<file path="config.mk">
export PLATFORM = sky130hd
export DESIGN_NAME = key_panel_ctrl
export DESIGN_NICKNAME = d
export VERILOG_FILES = /design/src/rtl/key_panel_ctrl.sv
export SDC_FILE = /design/constraint.sdc
export NUM_CORES = 1
export LEC_CHECK = 0
export CAP_MARGIN = 10
export CORE_ASPECT_RATIO = 2
export CORE_MARGIN = 5
export CORE_UTILIZATION = 60
export DETAILED_ROUTE_END_ITERATION = 10
export PLACE_DENSITY = 0.78
export RECOVER_POWER = 25
export SLEW_MARGIN = 20
export SYNTH_ARGS = -nofsm -noshare
export SYNTH_HDL_FRONTEND = slang
export SYNTH_SLANG_ARGS = --single-unit
</file>
<file path="constraint.sdc">
create_clock -name clk -period 6.9 [get_ports clk]
set_clock_uncertainty 0.05 [all_clocks]
set_input_delay 1.38 -clock clk [delete_from_list [all_inputs] [get_ports clk]]
set_output_delay 1.38 -clock clk [all_outputs]
set_load 0.02 [all_outputs]
</file>
<file path="src/rtl/key_panel_ctrl.sv">
// key_panel_ctrl
//   Front-panel key controller. Raw key pins are synchronised, polarity
//   normalised and debounced on a scan_tick timebase. A small per-key state
//   machine turns debounced levels into PRESS / HOLD (with auto-repeat) /
//   RELEASE events. The events are arbitrated into a first-word-fall-through
//   event FIFO.
//
// Ports
//   clk           system clock
//   reset         asynchronous active-low reset, released synchronously
//   scan_tick     one-clk strobe, timebase for debounce and hold timing
//   key_in        raw key pins (asynchronous)
//   evt_pop       consume head event; ignored while evt_valid=0
//   ovf_clr       clears evt_overflow
//   evt_valid     FIFO holds at least one event; evt_code/evt_type valid
//   evt_code      key index of head event
//   evt_type      1 PRESS, 2 HOLD, 3 RELEASE
//   evt_overflow  sticky flag, an event was dropped on a full FIFO
//   key_state     debounced key levels, 1 = pressed
module key_panel_ctrl #(
  parameter int NUM_KEYS     = 5,
  parameter int KEY_ACT_HIGH = 1,
  parameter int DEB_TICKS    = 10,
  parameter int HOLD_TICKS   = 500,
  parameter int REPEAT_TICKS = 100,
  parameter int FIFO_DEPTH   = 4,
  localparam int CODE_W      = (NUM_KEYS > 1) ? $clog2(NUM_KEYS) : 1
) (
  input  logic                clk,
  input  logic                reset,
  input  logic                scan_tick,
  input  logic [NUM_KEYS-1:0] key_in,
  input  logic                evt_pop,
  input  logic                ovf_clr,
  output logic                evt_valid,
  output logic [CODE_W-1:0]   evt_code,
  output logic [1:0]          evt_type,
  output logic                evt_overflow,
  output logic [NUM_KEYS-1:0] key_state
);

  localparam int DEB_W  = $clog2(DEB_TICKS + 1);
  localparam int HOLD_W = $clog2(HOLD_TICKS + 1);
  localparam int REP_W  = $clog2(REPEAT_TICKS + 1);
  localparam int PTR_W  = $clog2(FIFO_DEPTH);

  localparam logic [1:0] ST_IDLE    = 2'd0;
  localparam logic [1:0] ST_PRESSED = 2'd1;
  localparam logic [1:0] ST_HOLD    = 2'd2;

  localparam logic [1:0] EVT_PRESS   = 2'd1;
  localparam logic [1:0] EVT_HOLD    = 2'd2;
  localparam logic [1:0] EVT_RELEASE = 2'd3;

  // Idle level of the pins, so reset does not look like a press.
  localparam logic [NUM_KEYS-1:0] PIN_IDLE = (KEY_ACT_HIGH != 0) ? '0 : '1;

  logic [NUM_KEYS-1:0] sync_p0;
  logic [NUM_KEYS-1:0] sync_p1;
  logic [NUM_KEYS-1:0] norm_p1;
  logic [NUM_KEYS-1:0] key_state_d;
  logic [NUM_KEYS-1:0] rise;
  logic [NUM_KEYS-1:0] fall;

  logic [DEB_W-1:0]    deb_cnt  [NUM_KEYS];
  logic [HOLD_W-1:0]   hold_cnt [NUM_KEYS];
  logic [REP_W-1:0]    rep_cnt  [NUM_KEYS];
  logic [1:0]          state    [NUM_KEYS];

  // Pending flags per key: bit0 PRESS, bit1 HOLD, bit2 RELEASE.
  logic [NUM_KEYS-1:0][2:0] pend;
  logic [NUM_KEYS-1:0][2:0] pend_set;
  logic [NUM_KEYS-1:0][2:0] pend_clr;

  logic                arb_vld;
  logic [CODE_W-1:0]   arb_code;
  logic [1:0]          arb_type;

  logic [CODE_W+1:0]   mem [FIFO_DEPTH];
  logic [PTR_W:0]      wr_ptr;
  logic [PTR_W:0]      rd_ptr;
  logic [PTR_W:0]      wr_next;
  logic [PTR_W:0]      rd_next;
  logic                fifo_full;
  logic                pop;
  logic                push;
  logic                drop;
  logic                head_vld;
  logic [CODE_W+1:0]   head_data;
  logic [CODE_W+1:0]   push_data;

  // Stage p0/p1: two-flop synchroniser, then polarity normalisation
  always_ff @(posedge clk or negedge reset) begin
    if (!reset) begin
      sync_p0 <= PIN_IDLE;
      sync_p1 <= PIN_IDLE;
    end else begin
      sync_p0 <= key_in;
      sync_p1 <= sync_p0;
    end
  end

  assign norm_p1 = (KEY_ACT_HIGH != 0) ? sync_p1 : ~sync_p1;

  // Stage: debounced level edges feed the per-key FSMs one clk later
  assign rise = key_state & ~key_state_d;
  assign fall = ~key_state & key_state_d;

  always_comb begin
    pend_set = '0;
    for (int k = 0; k < NUM_KEYS; k++) begin
      if (rise[k]) begin
        pend_set[k][0] = 1'b1;
      end else if (fall[k]) begin
        pend_set[k][2] = 1'b1;
      end else if (scan_tick) begin
        if (state[k] == ST_PRESSED && hold_cnt[k] == HOLD_W'(HOLD_TICKS - 1))
          pend_set[k][1] = 1'b1;
        if (state[k] == ST_HOLD && rep_cnt[k] == REP_W'(REPEAT_TICKS - 1))
          pend_set[k][1] = 1'b1;
      end
    end
  end

  always_ff @(posedge clk or negedge reset) begin
    if (!reset) begin
      key_state   <= '0;
      key_state_d <= '0;
      pend        <= '0;
      for (int k = 0; k < NUM_KEYS; k++) begin
        deb_cnt[k]  <= '0;
        hold_cnt[k] <= '0;
        rep_cnt[k]  <= '0;
        state[k]    <= ST_IDLE;
      end
    end else begin
      key_state_d <= key_state;
      // A flag set and arbitrated in the same clk stays set: the new event wins.
      pend        <= (pend & ~pend_clr) | pend_set;
      for (int k = 0; k < NUM_KEYS; k++) begin
        // Counter reaching DEB_TICKS flips the level on the following clk.
        if (deb_cnt[k] == DEB_W'(DEB_TICKS)) begin
          key_state[k] <= ~key_state[k];
          deb_cnt[k]   <= '0;
        end else if (scan_tick) begin
          if (norm_p1[k] != key_state[k])
            deb_cnt[k] <= deb_cnt[k] + 1'b1;
          else
            deb_cnt[k] <= '0;
        end

        if (rise[k]) begin
          state[k]    <= ST_PRESSED;
          hold_cnt[k] <= '0;
        end else if (fall[k]) begin
          state[k]    <= ST_IDLE;
        end else if (scan_tick) begin
          case (state[k])
            ST_PRESSED: begin
              if (pend_set[k][1]) begin
                state[k]   <= ST_HOLD;
                rep_cnt[k] <= '0;
              end else if (hold_cnt[k] != HOLD_W'(HOLD_TICKS)) begin
                hold_cnt[k] <= hold_cnt[k] + 1'b1;
              end
            end
            ST_HOLD: begin
              if (pend_set[k][1])
                rep_cnt[k] <= '0;
              else if (rep_cnt[k] != REP_W'(REPEAT_TICKS))
                rep_cnt[k] <= rep_cnt[k] + 1'b1;
            end
            default: state[k] <= ST_IDLE;
          endcase
        end
      end
    end
  end

  // Stage: arbiter, lowest key first, PRESS > HOLD > RELEASE within a key
  always_comb begin
    arb_vld  = 1'b0;
    arb_code = '0;
    arb_type = 2'd0;
    pend_clr = '0;
    // Walk downwards so the lowest pending key is the last one to win.
    for (int k = NUM_KEYS - 1; k >= 0; k--) begin
      if (|pend[k]) begin
        arb_vld  = 1'b1;
        arb_code = CODE_W'(k);
        pend_clr = '0;
        if (pend[k][0]) begin
          arb_type       = EVT_PRESS;
          pend_clr[k][0] = 1'b1;
        end else if (pend[k][1]) begin
          arb_type       = EVT_HOLD;
          pend_clr[k][1] = 1'b1;
        end else begin
          arb_type       = EVT_RELEASE;
          pend_clr[k][2] = 1'b1;
        end
      end
    end
  end

  // Stage: event FIFO, first-word-fall-through with registered head outputs
  assign fifo_full = (wr_ptr[PTR_W] != rd_ptr[PTR_W]) &&
                     (wr_ptr[PTR_W-1:0] == rd_ptr[PTR_W-1:0]);
  assign pop       = evt_pop & evt_valid;
  assign push      = arb_vld & (~fifo_full | pop);
  assign drop      = arb_vld & fifo_full & ~pop;
  assign push_data = {arb_type, arb_code};
  assign wr_next   = wr_ptr + (PTR_W + 1)'(push);
  assign rd_next   = rd_ptr + (PTR_W + 1)'(pop);

  // The head written this clk is not yet in mem, so it is bypassed.
  always_comb begin
    head_vld  = (rd_next != wr_next);
    head_data = '0;
    if (head_vld) begin
      if (push && (rd_next == wr_ptr))
        head_data = push_data;
      else
        head_data = mem[rd_next[PTR_W-1:0]];
    end
  end

  always_ff @(posedge clk) begin
    if (push)
      mem[wr_ptr[PTR_W-1:0]] <= push_data;
  end

  always_ff @(posedge clk or negedge reset) begin
    if (!reset) begin
      wr_ptr       <= '0;
      rd_ptr       <= '0;
      evt_valid    <= 1'b0;
      evt_code     <= '0;
      evt_type     <= 2'd0;
      evt_overflow <= 1'b0;
    end else begin
      wr_ptr                 <= wr_next;
      rd_ptr                 <= rd_next;
      evt_valid              <= head_vld;
      {evt_type, evt_code}   <= head_data;
      // A new drop outranks a clear in the same clk.
      if (drop)
        evt_overflow <= 1'b1;
      else if (ovf_clr)
        evt_overflow <= 1'b0;
    end
  end

endmodule
</file>
* Word level (Yosys, flattened, before mapping)
Memories as Yosys holds them, arrays and structs flattened.
Index checks and enable logic that the tools add are counted.
** Operators by class
- Add/subtract/negate cells :: 17
- Equal/unequal tests :: 74
- Mux-type cells :: 181
- Bitwise gates (word level) :: 29
- Reduce and logical (&&, ||, !) cells :: 63
** Operator list (count)
- $mux 9 :: 30
- $mux 7 :: 15
- $mux 2 :: 40
- $mux 15 :: 5
- $pmux 7 s2 :: 5
- $mux 4 :: 15
- $mux 1 :: 59
- $reduce_bool 2->1 :: 26
- $add 9x1->9 const B :: 5
- $eq 9x9->1 const B :: 5
- $ne 9x9->1 const B :: 5
- $add 7x1->7 const B :: 5
- $eq 7x7->1 const B :: 5
- $ne 7x7->1 const B :: 5
- $ne 2x2->1 const B :: 15
- $reduce_and 6->1 :: 5
- $reduce_and 5->1 :: 5
- $add 4x1->4 const B :: 5
- $eq 4x4->1 const B :: 5
- $ne 4x4->1 const B :: 5
- $pmux 2 s2 :: 5
- $not 1->1 :: 17
- $and 15x15->15 :: 1
- $mux 3 :: 5
- 20 further kinds :: 71
** Word-level totals
- Bits in registers :: 158
- Bits in writable memories :: 20
- Input bits :: 10
- Output and inout bits :: 12
- Word-level logic and storage cells :: 404
- Memories :: 1
** Memory list
- mem :: depth 4, bits a word 5, rd ports 1, clocked after memory_dff 0, wr ports 1, RTL line 79 : logic [CODE_W+1:0] mem [FIFO_DEPTH];

* Depth between registers and ports, before layout
Gate-level depths: netlist (run 1).
- Depth after elaboration :: 12
- Depth in mapped cells :: 11
- Gate-level depth less buffers :: 10

* Worst setup path before layout (run 1)
Ideal clock, no wire load.
- Kind :: input -> register
- Start point :: in evt_pop
- End point :: reg evt_code[0]
- Library setup time :: 140 ps
- Arrival time :: 3458 ps
- Required time :: 6710 ps
- Setup slack :: 3252 ps
- Stages on the path :: 10
- Buffers on the path :: 0
- Cells stage by stage :: and2_1 -> or4_1 -> o21ai_1 -> inv_1 -> ha_1 -> ha_1 -> xor2_1 -> xnor2_1 -> nor3_1 -> nor2_1
** On the way
- Word-level cells in the longest chain between the ends :: 6
- Elaborated cells between the ends (all ways) :: 11
- Those cells by class :: add/sub (2); eq/ne (2); mux (2); bitwise (3); reduce/logical (1); memory (1)
** Ends and longest elaborated chain
- from (decl) :: RTL line 33 : input logic evt_pop,
- $and 1x1->1 :: RTL line 209 : assign pop = evt_pop & evt_valid;
- $or 1x1->1 :: RTL line 210 : assign push = arb_vld & (~fifo_full | pop);
- $and 1x1->1 :: RTL line 210
- $add 3x1->3 :: RTL line 213 : assign wr_next = wr_ptr + (PTR_W + 1)'(push);
- via wr_next[2] :: RTL line 82 : logic [PTR_W:0] wr_next;
- $ne 3x3->1 :: RTL line 218 : head_vld = (rd_next != wr_next);
- $mux 5 :: RTL line 220 : if (head_vld) begin
- via head_data[0] :: RTL line 89 : logic [CODE_W+1:0] head_data;
- to (signal assigned) :: RTL line 245 : {evt_type, evt_code} <= head_data;
- to (decl) :: RTL line 36 : output logic [CODE_W-1:0] evt_code,
The timed path passes the listed nets, and every way through them passes these cells.
A chain may end at the register's enable or synchronous reset.

* Worst setup path after layout (run 1)
Ends and elaborated chain as after synthesis.

==> results of run 1 <==
[worst max-delay path by stage]
stage                             end  slack (ns)  depth (start not counted)
after floorplan           evt_code[0]        3.25                         10
after global placement    evt_type[1]        2.66                         11
after detailed placement  evt_type[1]        2.47                         11
after CTS                 evt_code[1]        2.94                         11
after global routing      evt_code[1]        2.69                         11
final                     evt_code[0]        2.91                         11
[through the flow]
stage / utilization (%) / total power [mW] / area (um2)
6_report: 66.46 / 3.420 / 10700
5_1_grt: 66.46 / 3.651 / 10700
3_5_place_dp: 62.78 / 2.484 / 10110
3_3_place_gp: 62.78 / 2.423 / 10110
4_1_cts: 66.46 / 3.449 / 10700
2_1_floorplan: - / 2.199 / 9749
[layout make-up]
type	count	area, um2	share of cell area, %
multi-input cells	721	4838	45.21
flip-flops and latches	178	4554	42.55
clock buffers	17	425.4	3.975
well taps	204	255.2	2.385
inverters	64	240.2	2.245
repair buffers	23	221.5	2.069
clock inverters	15	167.7	1.567
[power by group through the flow]
stage                     Clock, mW  Combinational, mW  Sequential (mW)
after CTS                     0.972              0.996             1.48
after detailed placement          0              0.985             1.50
after global placement            0              0.935             1.49
after global routing           1.02               1.12             1.52
after floorplan                   0              0.730             1.47
final                         0.953              0.985             1.48
[cells in the final DEF (no fill, tap or decap), types with 4 or more instances in the layout]
| cell | instances |
|---|---|
| and3_1 | 13 |
| o31ai_1 | 21 |
| edfxtp_1 | 20 |
| nor2b_1 | 9 |
| and2_1 | 10 |
| xor2_1 | 32 |
| a22o_1 | 7 |
| nand3_1 | 34 |
| inv_1 | 64 |
| o22ai_1 | 4 |
| nand3b_1 | 18 |
| xnor2_1 | 29 |
| a21oi_1 | 26 |
| inv_8 | 4 |
| nand4_1 | 23 |
| nand2b_1 | 15 |
| nor2_1 | 118 |
| mux4_2 | 5 |
| o21ai_0 | 49 |
| nand4b_1 | 4 |
| nand2_1 | 87 |
| o21a_1 | 4 |
| clkdlybuf4s50_1 | 14 |
| mux2_2 | 5 |
| o21ai_1 | 4 |
| a31oi_1 | 7 |
| mux2i_1 | 19 |
| dlygate4sd3_1 | 5 |
| nor3b_1 | 15 |
| clkbuf_16 | 17 |
| ha_1 | 54 |
| and4_1 | 4 |
| and3b_1 | 10 |
| dfrtp_1 | 158 |
| nor3_1 | 25 |
| a21o_1 | 9 |
[registers in the layout (all words and copies together) (netlist names)]
register      cells
pend             15
rep_cnt          35
norm_p1           5
hold_cnt         45
sync_p0           5
key_state         5
key_state_d       5
state            10
wr_ptr            3
rd_ptr            3
evt_type          2
evt_overflow      1
evt_code          3
evt_valid         1
mem              20
deb_cnt          20
[logic make-up after synthesis]
logic type,count (synthesis)
AOI/OAI and AO/OA,162
xor gates and xnor gates,61
adders and majority gates,54
buffers and inverters,89
DFF,178
muxes,29
and+or+nand+nor,415
[metal layers]
metal | part of all wire (%) | wire [um] | vias to the layer above | GRT usage [%]
met2 | 53 | 9774 | 96 | 36.17
li1 | - | - | 3522 | -
met4 | 1.3 | 247 | 0 | 6.487
met3 | 2.3 | 418 | 19 | 3.186
met5 | 0 | 0 | - | 0
met1 | 43 | 7974 | 3477 | 25.83
==> impl_metrics.env, run 1 <==
export IMPL_status="completed"
export IMPL_finalSetupViolCount=0
export IMPL_syn_inst=988
export IMPL_firstDrtPassIters=5
export IMPL_slew_limit_headroom_pct=35.39
export IMPL_worstPathArrival_ns=4.23
export IMPL_clk_latency_ns=0.43
export IMPL_core_um2=16100
export IMPL_numCtsBuffers=17
export IMPL_grt_pass1_wl_um=32660
export IMPL_min_path_cells=0
export IMPL_syn_mean_instance_area_um2=9.868
export IMPL_ant_nets=0
export IMPL_ys_flop_type="dfrtp_1"
export IMPL_min_to="norm_p1[0]"
export IMPL_hp_start="sync_p0[0]"
export IMPL_yosysMostFrequentCell="dfrtp_1"
export IMPL_wl_per_cell_um=15.07
export IMPL_synth_edf_count=20
export IMPL_timing_fmax_mhz=250.7
export IMPL_setup_tns_ns=0
export IMPL_grt_pass1_vias=7227
export IMPL_drv_cap=0
export IMPL_syn_to_final_growth_pct=9.780
export IMPL_num_vias=7114
export IMPL_max_stage_delay_ns=0.57
export IMPL_syn_cell_area_um2=9749
export IMPL_postRouteWirelength_um=18420
export IMPL_reg2reg_depth=10
export IMPL_crit_family="simple AND/OR/NAND/NOR gates"
export IMPL_synth_compound_gate_area_share_pct=10.91
export IMPL_dp_final_hpwl_um=12810
export IMPL_yosys_cell_types_count=78
export IMPL_p_int_mw=2.191
export IMPL_synth_top_family_by_area="simple AND/OR/NAND/NOR gates"
export IMPL_antenna_found_initial=0
export IMPL_synth_commonest_cells="158 x dfrtp_1, 118 x nor2_1, 87 x nand2_1"
export IMPL_synth_xor_area_share_pct=5.480
export IMPL_switchingPower_mw=1.229
export IMPL_clockBufferDepth=2
export IMPL_cts_root_buffer="clkbuf_16"
export IMPL_port_buffer_count=21
export IMPL_swShare_pct=35.94
export IMPL_hold_class="reg2reg"
export IMPL_period_minus_slack_ns=3.989
export IMPL_synth_fp_nets=1052
export IMPL_via_per_inst=5.822
export IMPL_gp_congestion=0.8515
export IMPL_dp_slack_ns=2.465
export IMPL_fin_ws_ns=2.911
export IMPL_worstSetupStartpoint="evt_pop"
export IMPL_seq_area_frac_synth_pct=46.71
export IMPL_worstSetupStartpointType="input pin"
export IMPL_synth_fa_ha_area_share_pct=6.930
export IMPL_die_h_um=190.3
export IMPL_clk_pin_slew_ns=0.08
export IMPL_drive_gt1_share_pct=6.582
export IMPL_track_usage_pct=20.61
export IMPL_diodes=0
export IMPL_rsz0062_at_grt="false"
export IMPL_start_util_pct=60.54
export IMPL_endpoint_kind="register"
export IMPL_cp_required_ns=7.14
export IMPL_path_class="in2reg"
export IMPL_tightestPinTransition_ns=0.9610
export IMPL_fillers=1247
export IMPL_path_cells="clkdlybuf4s50_1 -> and2_1 -> or4_1 -> o21ai_1 -> inv_1 -> ha_1 -> ha_1 -> xor2_1 -> xnor2_1 -> nor3_1 -> nor2_1"
export IMPL_peakVddDrop_mv=0.1996
export IMPL_grt_max_degree=94
export IMPL_post_cts_buffers=0
export IMPL_rows=66
export IMPL_clkSinkCount=178
export IMPL_gr_total_overflow=0
export IMPL_leakage_nw=4.757
export IMPL_async_reset_ff_share_pct=88.76
export IMPL_pwr_share_clk_pct=27.9
export IMPL_ios=22
export IMPL_p_comb_share_pct=28.8
export IMPL_synthMuxAreaShare_pct=3.683
export IMPL_synthTopCellsByArea="dfrtp_1 41%, ha_1 6.9%, edfxtp_1 6.2%, nor2_1 4.5%, nand2_1 3.3%"
export IMPL_htreeDepth=4
export IMPL_post_route_period_util_pct=57.81
export IMPL_reg2reg_from="pend[6]"
export IMPL_nets=1069
export IMPL_yosys_area_top_type="dfrtp_1"
export IMPL_powerDensity_nw_per_um2=319.6
export IMPL_hold_violations=0
export IMPL_holdWs_ns=0.2985
export IMPL_crit_path_frequent_cell="ha_1"
export IMPL_dp_cells=1190
export IMPL_drv_slew=0
export IMPL_cpMaxStageDelayCell="or4_1"
export IMPL_instances_no_fill=1222
export IMPL_drt_iter0_drc=317
export IMPL_die_width_um=100.1
export IMPL_ys_ff_latch=178
export IMPL_path_buf_inv=2
export IMPL_holdBufCountCts=0
export IMPL_synth_top_area_share_pct=40.55
export IMPL_drcViolationCount=0
export IMPL_cts_tree="yes"
export IMPL_synthSimpleGateAreaFrac_pct=22.63
export IMPL_synth_warning_count=0
export IMPL_cts_resized_gates=0
export IMPL_worstReg2RegEnd="evt_code[0]"
export IMPL_crit_path_max_fanout=6
export IMPL_die_area_um2=19050
export IMPL_seq_power_share_pct=43.3
export IMPL_r2r_setup_slack_ns=3.61
(Power assumes the default switching activity.)
==> inputs of run 2 (changes only) <==
==> constraint.sdc (replaced) <==
create_clock -name clk -period 3.8 [get_ports clk]
set_clock_uncertainty 0.05 [all_clocks]
set_input_delay 0.76 -clock clk [delete_from_list [all_inputs] [get_ports clk]]
set_output_delay 0.76 -clock clk [all_outputs]
set_load 0.02 [all_outputs]
==> run 2 against run 1 <==
Compared with the run above: the flow now finishes with violations (max-capacitance violations, max-slew violations); combinational power up 84%; first-iteration DRC count down 5.7%; power up 84%; register-to-register slack worse by 2.7 ns; worst hold slack better by 0.0050 ns; sequential power up 82%; non-clock buffer count up 7; critical path type unchanged; critical endpoint unchanged; largest cell class unchanged.
==> impl_metrics.env, run 2 (synthesized netlist as in run 1, its figures left out) <==
export IMPL_via_per_inst=5.841
export IMPL_drv_cap=1
export IMPL_min_path_cells=0
export IMPL_post_dp_cell_area_um2=10160
export IMPL_globalRouteMet1Util_pct=26.05
export IMPL_final_common_cell="dfrtp_1"
export IMPL_violations="max-capacitance violations, max-slew violations"
export IMPL_start_util_pct=60.54
export IMPL_drt_iter0_drc=299
export IMPL_die_h_um=190.3
export IMPL_endpoint_kind="register"
export IMPL_reg_top3="hold_cnt x45, rep_cnt x35"
export IMPL_syn_to_final_growth_pct=10.61
export IMPL_num_vias=7179
export IMPL_dp_final_hpwl_um=13090
export IMPL_instances_no_fill=1229
export IMPL_cts_root_buffer="clkbuf_16"
export IMPL_clkSinkCount=178
export IMPL_crit_path_max_fanout=6
export IMPL_die_width_um=100.1
export IMPL_status="complete, but fails checks"
export IMPL_peakVddDrop_mv=0.3359
export IMPL_dp_cells=1197
export IMPL_busiest_layer="met2"
export IMPL_cp_required_ns=4.08
export IMPL_fillers=1239
export IMPL_htreeDepth=4
export IMPL_post_route_period_util_pct=80.10
export IMPL_rows=66
export IMPL_top_register="hold_cnt"
export IMPL_track_usage_pct=20.59
export IMPL_grt_pass1_vias=7155
export IMPL_powerDensity_nw_per_um2=583.2
export IMPL_worstSetupStartpoint="evt_pop"
export IMPL_rsz0062_at_grt="false"
export IMPL_postRouteWirelength_um=18410
export IMPL_wl_per_cell_um=14.98
export IMPL_setup_tns_ns=0
export IMPL_worstReg2RegEnd="evt_code[0]"
export IMPL_numCtsBuffers=17
export IMPL_leakage_nw=4.809
export IMPL_diodes=0
export IMPL_hold_class="reg2reg"
export IMPL_dp_slack_ns=0.3051
export IMPL_drcViolationCount=0
export IMPL_min_to="norm_p1[2]"
export IMPL_reg2reg_from="pend[6]"
export IMPL_finalSetupViolCount=0
export IMPL_cpMaxStageDelayCell="or4_1"
export IMPL_grt_max_degree=81
export IMPL_crit_family="simple AND/OR/NAND/NOR gates"
export IMPL_port_buffer_count=21
export IMPL_cts_tree="yes"
export IMPL_antenna_found_initial=0
export IMPL_max_stage_delay_ns=0.57
export IMPL_slew_limit_headroom_pct=-28.33
export IMPL_post_cts_buffers=0
export IMPL_clockBufferDepth=2
export IMPL_ant_nets=0
export IMPL_core_um2=16100
export IMPL_path_class="in2reg"
export IMPL_crit_path_frequent_cell="ha_1"
export IMPL_cts_resized_gates=0
export IMPL_fin_ws_ns=0.7562
export IMPL_die_area_um2=19050
export IMPL_total_power_mw=6.289
export IMPL_use_met2_pct=34.89
export IMPL_grtUsageMet3_pct=3.186
export IMPL_path_buf_inv=3
export IMPL_ios=22
export IMPL_final_cell_mix="158 x dfrtp_1, 118 x nor2_1, 87 x nand2_1, 64 x inv_1, 54 x ha_1"
export IMPL_timing_fmax_mhz=328.5
export IMPL_drive_gt1_share_pct=7.220
export IMPL_drv_slew=81
export IMPL_period_minus_slack_ns=3.044
export IMPL_worstSetupStartpointType="input pin"
export IMPL_reg2reg_depth=11
export IMPL_gr_total_overflow=0
export IMPL_gp_congestion=0.8361
export IMPL_tightestPinTransition_ns=1.925
export IMPL_hp_start="sync_p0[2]"
export IMPL_clk_pin_slew_ns=0.08
export IMPL_grt_pass1_wl_um=32400
export IMPL_worstPathArrival_ns=3.33
export IMPL_firstDrtPassIters=4
export IMPL_largest_register_ffs=45
export IMPL_holdBufCountCts=0
export IMPL_r2r_setup_slack_ns=0.88
export IMPL_multi_input_area_um2=4838
export IMPL_path_cells="clkdlybuf4s50_1 -> and2_1 -> or4_1 -> o21ai_1 -> inv_1 -> ha_1 -> ha_1 -> xor2_1 -> xnor2_1 -> nor3_1 -> buf_4 -> nor2_1"
export IMPL_seq_area_um2=4554
export IMPL_fin_area_um2=10780
export IMPL_clk_latency_ns=0.44
export IMPL_hold_violations=0
export IMPL_nets=1076
## run 2: worst max-delay path by stage
stage,slack (ns),end,cells after the start
2_1_floorplan,0.77,evt_code[0],10
3_3_place_gp,0.37,evt_type[1],12
3_5_place_dp,0.31,evt_type[1],12
4_1_cts,0.76,evt_code[1],12
5_1_grt,0.59,evt_code[0],12
6_report,0.76,evt_code[0],12
## run 2: per-stage QoR
step                      utilization, %  hold WS [ns]
final                              66.97        0.3034
after global routing               66.97        0.3163
after CTS                          67.01        0.3065
after detailed placement           63.11        0.2878
after global placement             63.11        0.2812
after floorplan                        -        0.2812
## run 2: worst register-to-register path, cell delays in order (launching register included)
cell     delay, ns
dfrtp_1       0.45
nor3_1        0.45
nand3_1       0.30
o21ai_1       0.33
inv_1         0.13
ha_1          0.21
ha_1          0.19
xor2_1        0.21
xnor2_1       0.10
nor3_1        0.19
buf_4         0.17
nor2_1        0.05
## run 2: final cells by class
class / count / share of cell area [%]
Clock inverter: 15 / 1.880
Clock buffer: 17 / 3.945
Multi-Input combinational cell: 721 / 44.87
Timing Repair Buffer: 30 / 2.483
Inverter: 64 / 2.228
Tap cell: 204 / 2.367
Sequential cell: 178 / 42.23
## run 2: per-layer routing
metal  vias to the layer above  routed length (um)
met2                       127                9489
met4                         0                 431
met1                      3493                8028
li1                       3527                   -
met3                        32                 458
met5                         -                   0
## run 2: report_power, final
part	internal, mW	switching [mW]
combinational	0.782	1.02
sequential	2.34	0.354
clock	0.907	0.888
==> inputs of run 3 (changes only) <==
--- a/config.mk
+++ b/config.mk
@@ -8,7 +8,7 @@
 export CAP_MARGIN = 10
 export CORE_ASPECT_RATIO = 2
 export CORE_MARGIN = 5
-export CORE_UTILIZATION = 60
+export CORE_UTILIZATION = 57
 export DETAILED_ROUTE_END_ITERATION = 10
 export PLACE_DENSITY = 0.78
 export RECOVER_POWER = 25
==> constraint.sdc (replaced) <==
create_clock -name clk -period 2.5 [get_ports clk]
set_clock_uncertainty 0.05 [all_clocks]
set_input_delay 0.5 -clock clk [delete_from_list [all_inputs] [get_ports clk]]
set_output_delay 0.5 -clock clk [all_outputs]
set_load 0.02 [all_outputs]
==> run 3 against run 2 <==
Compared with the run above: the run now ends clean; first-iteration DRC count grew 8.0%; power up 59%; die area grew 4.9%; non-clock buffer count up 46; largest power group unchanged; cell count grew 4.0%; highest routed layer unchanged; sequential share of layout area fell by 1.7 points; worst hold slack lost 0.0021 ns; sequential cell count is the same; critical path type is now reg2reg; clock-buffer cell count did not move; critical path depth down 1.
==> impl_metrics.env, run 3 (synthesized netlist as in run 1, its figures left out) <==
export IMPL_dp_final_hpwl_um=14640
export IMPL_core_um2=16770
export IMPL_die_area_um2=19980
export IMPL_fin_ws_ns=0.07464
export IMPL_cp_required_ns=2.78
export IMPL_slew_limit_headroom_pct=3.553
export IMPL_drive_gt1_share_pct=12.51
export IMPL_path_buf_inv=2
export IMPL_clk_pin_slew_ns=0.07
export IMPL_final_common_cell="dfrtp_1"
export IMPL_hold_class="reg2reg"
export IMPL_numCtsBuffers=17
export IMPL_cts_tree="yes"
export IMPL_max_stage_delay_ns=0.56
export IMPL_hold_violations=0
export IMPL_gr_total_overflow=0
export IMPL_firstDrtPassIters=4
export IMPL_p_int_mw=6.417
export IMPL_p_comb_share_pct=33.4
export IMPL_rsz0062_at_grt="true"
export IMPL_grt_max_degree=54
export IMPL_switchingPower_mw=3.569
export IMPL_worstPathArrival_ns=2.70
export IMPL_leakage_nw=5.052
export IMPL_endpoint_kind="register"
export IMPL_largest_register_ffs=45
export IMPL_swShare_pct=35.74
export IMPL_globalRouteMet1Util_pct=23.42
export IMPL_postRouteWirelength_um=20160
export IMPL_die_width_um=102.5
export IMPL_cts_root_buffer="clkbuf_16"
export IMPL_crit_family="simple AND/OR/NAND/NOR gates"
export IMPL_top_register="hold_cnt"
export IMPL_powerDensity_nw_per_um2=889.3
export IMPL_rows=67
export IMPL_fillers=1320
export IMPL_dp_slack_ns=-0.3366
export IMPL_start_util_pct=58.15
export IMPL_ant_nets=0
export IMPL_antenna_found_initial=0
export IMPL_final_cell_mix="156 x dfrtp_1, 113 x nor2_1, 87 x nand2_1, 63 x inv_1, 52 x ha_1"
export IMPL_pwr_share_clk_pct=25.7
export IMPL_clockBufferDepth=2
export IMPL_timing_fmax_mhz=412.3
export IMPL_nets=1122
export IMPL_total_power_mw=9.986
export IMPL_drcViolationCount=0
export IMPL_seq_power_share_pct=40.9
export IMPL_syn_to_final_growth_pct=15.18
export IMPL_drv_cap=0
export IMPL_grt_pass1_vias=7605
export IMPL_peakVddDrop_mv=0.5695
export IMPL_busiest_layer="met2"
export IMPL_gp_congestion=0.8398
export IMPL_track_usage_pct=21.40
export IMPL_clk_latency_ns=0.44
export IMPL_period_minus_slack_ns=2.425
export IMPL_status="completed"
export IMPL_die_h_um=195.0
export IMPL_post_route_period_util_pct=97.01
export IMPL_num_vias=7469
export IMPL_grtUsageMet3_pct=3.983
export IMPL_port_buffer_count=21
export IMPL_path_cells="and2_4 -> or4_4 -> o21ai_4 -> inv_2 -> ha_4 -> ha_4 -> xor2_2 -> xnor2_1 -> nor3_2 -> buf_4 -> nor2_1"
export IMPL_use_met2_pct=40.31
export IMPL_via_per_inst=5.844
export IMPL_finalSetupViolCount=0
export IMPL_drt_iter0_drc=323
export IMPL_fin_util_pct=66.98
export IMPL_path_class="reg2reg"
export IMPL_ios=22
export IMPL_diodes=0
export IMPL_crit_path_frequent_cell="ha_4"
export IMPL_clkSinkCount=178
export IMPL_htreeDepth=4
export IMPL_worstSetupStartpointType="register"
export IMPL_wl_per_cell_um=15.77
export IMPL_cpMaxStageDelayCell="or4_4"
export IMPL_drv_slew=0
export IMPL_reg_top3="hold_cnt x45, rep_cnt x35"
export IMPL_tightestPinTransition_ns=1.447
export IMPL_crit_path_max_fanout=6
export IMPL_grt_pass1_wl_um=34820
## run 3: timing repair
item,4_1_cts,5_1_grt
hold buffers,1,0
resized for setup,0,20
endpoints found under the hold margin,44,0
setup buffers,0,5
endpoints found under the setup margin,0,25
## run 3: per-stage QoR
stage          std cells  setup TNS, ns  cell area, um2  hold slack [ns]
5_1_grt             1278        -0.1547           11230           0.3086
4_1_cts             1273              0           11130           0.3032
2_1_floorplan        988              0            9771           0.1544
6_report            1278              0           11230           0.3013
3_3_place_gp        1240         -1.782           10550           0.2828
3_5_place_dp        1240         -1.942           10550           0.2878
## run 3: layout make-up
class	count	area [um2]	area share (%)
Clock buffer	17	425.4	3.788
Clock inverter	15	140.1	1.248
Inverter	64	240.2	2.139
Multi-Input combinational cell	721	4946	44.04
Sequential cell	178	4557	40.58
Tap cell	207	259.0	2.306
Timing Repair Buffer	76	661.9	5.894
## run 3: path summary, 6_finish.rpt
kind                                  from     endpoint  slack (ns)  depth (start not counted)
worst min-delay path            sync_p0[2]   norm_p1[2]        0.30                          0
worst max register to register   evt_valid  evt_code[0]        0.07                         11
worst max-delay path             evt_valid  evt_code[0]        0.07                         11
min in group asynchronous            reset   rep_cnt[5]        0.88                          2
worst min register to register  sync_p0[2]   norm_p1[2]        0.30                          0
max in group asynchronous            reset    wr_ptr[2]        0.54                          2
## run 3: routing by layer
layer,wire length [um],vias up
met2,11710,110
met1,7542,3709
met4,429,0
met3,476,37
met5,0,-
li1,-,3613
## run 3: power groups by stage
stage	combinational [mW]	clock [mW]	sequential [mW]
global route	3.70	2.73	4.17
CTS	3.21	2.60	4.08
global placement	3.03	0	4.10
floorplan	2.08	0	4.06
finish	3.33	2.57	4.09
detailed placement	3.17	0	4.13
